--- src/rtl/pc_unit.sv ---
// pc_unit -- fetch program counter with branch/jump redirect and target checking.
//
// Every non-stalled rising edge loads pc with the next fetch address:
// sequential (pc + 4), a taken branch, a J/JAL jump or a JR/JALR register
// jump. A redirect whose target is misaligned or outside the text window
// [TEXT_LO, TEXT_HI] sends pc to EXC_VEC and raises addr_err for one cycle.
// Sequential fetches are never range-checked.
//
// Ports:
//   clk       in   1  rising-edge clock
//   reset     in   1  synchronous active-high reset (overrides stall)
//   stall     in   1  hold pc/fetch_cnt, drop any redirect this cycle
//   npc_sel   in   2  00 seq, 01 branch, 10 jump, 11 register jump
//   br_taken  in   1  branch outcome, used only when npc_sel = 01
//   pc_d      in  32  PC of the D-stage instruction
//   imm16     in  16  branch offset (words, signed)
//   imm26     in  26  jump index
//   rs_val    in  32  forwarded GPR[rs] for register jumps
//   pc        out 32  registered fetch address
//   pc_link   out 32  pc_d + 8, combinational link value
//   addr_err  out  1  registered one-cycle illegal-target pulse
//   fetch_cnt out 32  registered count of pc updates (wraps)
module pc_unit #(
    parameter logic [31:0] PC_RESET = 32'h0000_3000,
    parameter logic [31:0] EXC_VEC  = 32'h0000_4180,
    parameter logic [31:0] TEXT_LO  = 32'h0000_3000,
    parameter logic [31:0] TEXT_HI  = 32'h0000_6FFC
) (
    input  logic        clk,
    input  logic        reset,
    input  logic        stall,
    input  logic [1:0]  npc_sel,
    input  logic        br_taken,
    input  logic [31:0] pc_d,
    input  logic [15:0] imm16,
    input  logic [25:0] imm26,
    input  logic [31:0] rs_val,
    output logic [31:0] pc,
    output logic [31:0] pc_link,
    output logic        addr_err,
    output logic [31:0] fetch_cnt
);

    logic [31:0] seq;
    logic [31:0] base;
    logic [31:0] br_off;
    logic [31:0] target;
    logic        redirect;
    logic        illegal;
    logic [31:0] npc;

    assign seq     = pc + 32'd4;
    assign base    = pc_d + 32'd4;
    assign br_off  = {{14{imm16[15]}}, imm16, 2'b00};
    assign pc_link = pc_d + 32'd8;

    always_comb begin
        target   = seq;
        redirect = 1'b0;
        unique case (npc_sel)
            2'b00: begin
                target   = seq;
                redirect = 1'b0;
            end
            2'b01: begin
                // An untaken branch is just a sequential fetch, not a redirect.
                target   = br_taken ? (base + br_off) : seq;
                redirect = br_taken;
            end
            2'b10: begin
                target   = {base[31:28], imm26, 2'b00};
                redirect = 1'b1;
            end
            2'b11: begin
                target   = rs_val;
                redirect = 1'b1;
            end
            default: begin
                target   = seq;
                redirect = 1'b0;
            end
        endcase
    end

    assign illegal = redirect &&
                     ((target[1:0] != 2'b00) || (target < TEXT_LO) || (target > TEXT_HI));
    assign npc     = illegal ? EXC_VEC : target;

    always_ff @(posedge clk) begin
        if (reset) begin
            pc        <= PC_RESET;
            addr_err  <= 1'b0;
            fetch_cnt <= '0;
        end else if (stall) begin
            // Redirects under stall are dropped; D stage re-presents them.
            addr_err  <= 1'b0;
        end else begin
            pc        <= npc;
            addr_err  <= illegal;
            fetch_cnt <= fetch_cnt + 32'd1;
        end
    end

endmodule

--- config.mk ---
export PLATFORM = sky130hd
export DESIGN_NAME = pc_unit
export DESIGN_NICKNAME = d
export VERILOG_FILES = /design/src/rtl/pc_unit.sv
export SDC_FILE = /design/constraint.sdc
export NUM_CORES = 1
export LEC_CHECK = 0
export CAP_MARGIN = 20
export CORE_ASPECT_RATIO = 2
export CORE_UTILIZATION = 49
export CTS_BUF_LIST = sky130_fd_sc_hd__clkbuf_4 sky130_fd_sc_hd__clkbuf_8
export CTS_CLUSTER_SIZE = 24
export DETAILED_ROUTE_END_ITERATION = 8
export GPL_ROUTABILITY_DRIVEN = 0
export PLACE_DENSITY = 0.82
export SLEW_MARGIN = 20
export SYNTH_ARGS = -nofsm -noshare
export SYNTH_HDL_FRONTEND = slang
export SYNTH_SLANG_ARGS = --single-unit
--- constraint.sdc ---
create_clock -name clk -period 6.7 [get_ports clk]
set_input_delay 1.005 -clock clk [delete_from_list [all_inputs] [get_ports clk]]
set_output_delay 1.005 -clock clk [all_outputs]
set_load 0.05 [all_outputs]
[Word-level counts from Yosys, hierarchy flattened]
Index checks and enable logic that the tools add are counted.
Storage, ports and cells
  output and inout port bits: 97
  input bits: 112
  register bits after elaboration: 65
  logic and storage cells: 24
Cells by class
  reduce and logical (&&, ||, !) cells: 7
  eq/ne operators: 3
  $add $sub $neg: 5
  $lt $le $gt $ge: 2
  multiplexer cells: 4
Operators with widths (number)
  case mux 32 bit (4 select lines): 1
  adder 32 x 3 -> 32 bit (second input constant): 2
  two-way mux 32 bit: 2
  adder 32 x 1 -> 32 bit (second input constant): 1
  adder 32 bit: 1
  adder 32 x 4 -> 32 bit (second input constant): 1
  > comparator 32 x 15 -> 1 bit (second input constant): 1
  < comparator 32 x 14 -> 1 bit (second input constant): 1
  == test 2 bit (second input constant): 2
  OR reduction 2 bit: 2
  case mux 1 bit (3 select lines): 1
  == test 2 x 1 -> 1 bit (second input constant): 1
  zero test 2 bit: 1
  logical OR 1 bit: 2
  nonzero test 2 bit: 1
  logical AND 1 bit: 1

[Depth between registers and ports, before layout]
Gate-level depths: netlist of run 1.
  word-level depth: 9
  depth in mapped cells: 22

[Least setup slack after synthesis of run 1]
OpenSTA, ideal clock, no wires.
  path type: input to register
  start point: input pc_d[6]
  end point: register pc[17]
  cell stages on the path: 20
  data arrival time: 5.010 ns
  data required time: 6.639 ns
  setup slack: 1.629 ns
  library setup time: 0.061 ns
  cell sequence: buf_2 -> nand4_2 -> or3_1 -> clkbuf_1 -> nor3_1 -> nand2_1 -> xnor2_1 -> ha_1 -> a21oi_1 -> o21ai_0 -> a21oi_1 -> o22ai_1 -> or4_1 -> nand3_1 -> nand4b_1 -> nor4_4 -> nand3_2 -> nand2_2 -> buf_6 -> a22o_1
On the way
  word-level cells in the longest chain between the ends: 9
  elaborated cells between the ends (all ways): 10
  those cells by class: add/sub (2); order compare (2); mux (3); reduce/logical (3)
Ends and longest elaborated chain
  start, declared: line 34  | input logic [31:0] pc_d,
  adder 32 x 3 -> 32 bit *: line 53  | assign base = pc_d + 32'd4;
  adder 32 bit: line 67  | target = br_taken ? (base + br_off) : seq;
  two-way mux 32 bit: line 67
  case mux 32 bit (4 select lines) *: line 60  | unique case (npc_sel)
  < comparator 32 x 14 -> 1 bit: line 86  | ((target[1:0] != 2'b00) || (target < TEXT_LO) || (target > TEXT_HI));
  logical OR 1 bit (2 in series): line 86
  logical AND 1 bit: line 85  | assign illegal = redirect &&
  two-way mux 32 bit *: line 87  | assign npc = illegal ? EXC_VEC : target;
  end signal, assigned: line 98  | pc <= npc;
  end, declared: line 38  | output logic [31:0] pc,
Every way passes the cells marked *; elsewhere a longest branch is shown, timed or not.
A chain may end at the register's enable or synchronous reset.

[Worst setup path after layout of run 1]
  start point: input pc_d[6]
  end point: register pc[6]
The elaborated chain is that of the path after synthesis.

==> run_results.csv, run 1 <==
group,metric,value,unit
status,status,"complete, no violations",
min_path,hold_end,"fetch_cnt[31]",
drt,wire_per_inst,19.2,microns
clock_tree,cts_tree,"done",
finish,stdcell_area,9690,sq um
setup_path,arrival,6.09,ns
finish,area_growth,33.8,%
grt,grt_pass1_vias,8457,
clock_tree,cts_resized,0,
synth,synth_top_family_by_area,"simple AND/OR/NAND/NOR gates",
clock_tree,htreeDepth,3,
grt,grt_usage,35.2,%
floorplanning,initial_core_util,50.2,%
sta,hold_violations,0,
floorplanning,dieHeight,174,microns
synth,async_flop_share,0,%
sta,tightest_slew,0.984,ns
synth,yosys_register_bits,65,
clock_tree,cts_buffer_depth,2,
grt,grt_max_degree,48,
floorplanning,core,14400,sq um
synth,ys_top_cells_by_area,"dfxtp_1 (18%), xor2_1 (7.5%), xnor2_1 (7.1%)",
power,switching_share,35.8,%
power,total_power,1.42,mW
setup_path,startpoint_type,"input port",
synth,synth_fa_ha_area_share,6.32,%
synth,synth_edf_count,0,
setup_path,crit_chain,"clkdlybuf4s50_1 > nand4_2 > or3_1 > nor3_1 > buf_4 > nand2_1 > xnor2_1 > ha_1 > nand4_1 > nor3_1 > nand2b_1 > o22ai_1 > a41oi_1 > xnor2_1 > nor2_1 > o211a_1 > nand3_2 > nand2_2 > a221o_1",
clock_tree,cts_buffers,9,
power,p_sw,0.510,mW
clock_tree,path_clk_slew,0.07,ns
drt,finalWirelength,26800,microns
synth,yosys_warnings,0,
drt,routed_via_density,6.18,
synth,syn-num-nets,1171,
clock_tree,hold_buffers,0,
clock_tree,postCtsSetupBuffers,0,
finish,drive_above_1_share,5.06,%
setup_path,crit_required,6.93,ns
synth,syn_avg_cell_area,7.08,sq um
setup_path,crit_path_top_delay_cell,"clkdlybuf4s50_1",
sta,fmax,171,MHz
sta,clock_skew,0.0104,ns
drt,drt_iter0_drc,588,
power,p_clk_share,30.7,%
synth,syn_area,7240,sq um
power,combPwrFrac,40.3,%
setup_path,r2r_end,"pc[19]",
sta,min_period,5.86,ns
setup_path,worstSetupPathType,"input port to register",
clock_tree,clockRootBuffer,"clkbuf_8",
power,p_leak,3.70,nW
setup_path,r2r_cells,12,
placed_design,numPortBuffers,208,
placed_design,dpl_cell_area,9430,sq um
setup_path,cp-end-kind,"register",
finish,num_antenna_cells,0,
setup_path,crit_fanout,13,
drt,drc_errors,0,
min_path,hold_depth,2,
min_path,hold_class,"register to register",
synth,synth.most_common_cell,"nand2_1",
power,powerDensity,147,nW/um^2
finish,nFillCells,1313,
drt,final_antenna_net_count,0,
clock_tree,clkSinkCount,65,
finish,multiInputGateArea,5600,sq um
finish,final_nets,1348,
drt,drt_pass1_iterations,8,
synth,yosys.area_share.xor_xnor,14.6,%
placed_design,dp_hpwl,21600,microns
synth,yosys.area.top_type,"dfxtp_1",
min_path,worst_hold_startpoint,"fetch_cnt[31]",
finish,ff_latch_area,1300,sq um
grt,grt_pass1_wl,41800,microns
sta,slew_viol_final,0,
synth,yosys-mux-area-fraction,2.78,%
floorplanning,num_rows,62,
floorplanning,ios,209,
grt,gr-total-overflow,0,
synth,synth_ff_type,"dfxtp_1",
job,cap_viol_max_count,0,
synth,yosysSeqAreaShare,18.0,%
sta,finalCritPeriodShare,87.4,%
sta,setup-tns-final,0,ns
setup_path,slowest_delay,0.63,ns
clock_tree,clk_latency,0.34,ns
setup_path,cp_top_family,"simple AND/OR/NAND/NOR gates",
synth,synth_top_area_share,18.0,%
drt,num_vias,8639,
setup_path,r2r-start,"pc[2]",
synth,synth-simple-area-share,29.7,%
power,ir_drop,118,uV
power,p_seq_share,29.0,%
setup_path,r2r_slack,3.00,ns
power,power.internal,0.915,mW
floorplanning,die_w,88.0,microns
synth,yosysUniqueCellTypes,82,
synth,syn_inst,1023,
synth,synth_compound_area_share,23.9,%
sta,rsz0062_at_grt,"false",
grt,antenna_found_initial,0,
sta,slew_headroom,33.9,%
setup_path,cp_num_buf_inv,2,
sta,finalSetupViolations,0,
floorplanning,die-area,15300,sq um
synth,synth_common_cells,"nand2_1 (132), nor2_1 (110), a21oi_1 (82), dfxtp_1 (65), xor2_1 (62)",
layout make-up:
cell class                 count  area share [%]
inverter                      27            1.05
multi-input combinational    874            57.8
sequential                    65            13.4
clock inverter                 6            1.34
clock buffer                  10            1.36
timing repair buffer         223            22.5
tap                          192            2.48
per-stage QoR:
stage	instances	hold WS (ns)	utilization (%)	worst slack [ns]
floorplan	1023	0.702	-	1.63
global placement	1381	0.473	65.4	0.640
detailed placement	1381	0.487	65.4	0.611
CTS	1397	0.496	67.2	0.973
global route	1397	0.509	67.2	0.486
finish	1397	0.499	67.2	0.844
tightest hold or removal path: stages, from the launching register on:
cell and delay [ns]:
dfxtp_1 0.32, o21ai_0 0.07, a21oi_1 0.06
metal layers:
layer | GRT usage, % | vias to the layer above | part of all wire [%]
met3 | 3.99 | 147 | 5.6
met2 | 64.3 | 468 | 53
li1 | - | 4070 | -
met4 | 28.6 | 0 | 8.5
met5 | 0.350 | - | 0
met1 | 33.9 | 3954 | 33
worst max-delay path by stage:
stage	from	endpoint	slack, ns	cells past startpoint
after floorplan	pc_d[6]	pc[17]	1.63	20
after global placement	pc_d[6]	pc[19]	0.64	19
after detailed placement	pc_d[6]	pc[19]	0.61	19
after CTS	pc_d[6]	pc[19]	0.97	19
after global routing	pc_d[6]	pc[17]	0.49	19
final	pc_d[6]	pc[6]	0.84	19
cell families (layout without fill, tap and decap cells):
group / Yosys count / after routing
AO/OA/AOI/OAI: 266 / 266
XOR/XNOR: 121 / 121
adder cells (fa/ha/maj): 36 / 36
buffers and inverters: 84 / 266
flip-flops: 65 / 65
multiplexers: 16 / 16
AND/OR/NAND/NOR: 435 / 435
state kept, by name, summed over array words and instances, names as in the netlist:
register   flops
addr_err       1
fetch_cnt     32
pc            32
layout by cell type, fill, tap and decap left out, types with 5 or more instances in the layout:
| cell type | netlist | layout |
|---|---|---|
| a211oi_1 | 10 | 10 |
| a21o_1 | 15 | 15 |
| a21oi_1 | 82 | 82 |
| a221oi_1 | 7 | 7 |
| a22o_1 | 12 | 12 |
| a22oi_1 | 5 | 5 |
| a31oi_1 | 6 | 6 |
| a41oi_1 | 5 | 5 |
| and2_1 | 6 | 6 |
| and3_1 | 21 | 21 |
| and4_1 | 7 | 7 |
| buf_4 | 3 | 15 |
| clkbuf_8 | 0 | 9 |
| clkdlybuf4s50_1 | 0 | 206 |
| dfxtp_1 | 65 | 65 |
| ha_1 | 35 | 35 |
| inv_1 | 26 | 26 |
| mux2i_1 | 10 | 10 |
| nand2_1 | 132 | 132 |
| nand2b_1 | 7 | 7 |
| nand3_1 | 38 | 38 |
| nand4_1 | 37 | 37 |
| nor2_1 | 110 | 110 |
| nor2b_1 | 10 | 10 |
| nor3_1 | 23 | 23 |
| nor4_1 | 9 | 9 |
| o211ai_1 | 12 | 12 |
| o21ai_0 | 57 | 57 |
| o22ai_1 | 5 | 5 |
| o31ai_1 | 6 | 6 |
| or3_1 | 8 | 8 |
| or4_1 | 5 | 5 |
| xnor2_1 | 59 | 59 |
| xor2_1 | 62 | 62 |
power groups by stage:
stage | Sequential (mW) | Clock (mW) | Combinational (mW)
3_5_place_dp | 0.421 | 0 | 0.558
5_1_grt | 0.414 | 0.460 | 0.609
4_1_cts | 0.412 | 0.443 | 0.561
3_3_place_gp | 0.421 | 0 | 0.552
2_1_floorplan | 0.450 | 0 | 0.325
6_report | 0.412 | 0.438 | 0.574
Power figures use the tool's default switching activity.
==> run 2, diff against run 1 <==
SKIP_CTS_REPAIR_TIMING = 1   (was not set)
==> results of run 2 <==
Same layout as run 1: the final DEF is identical, and so are final timing and power.
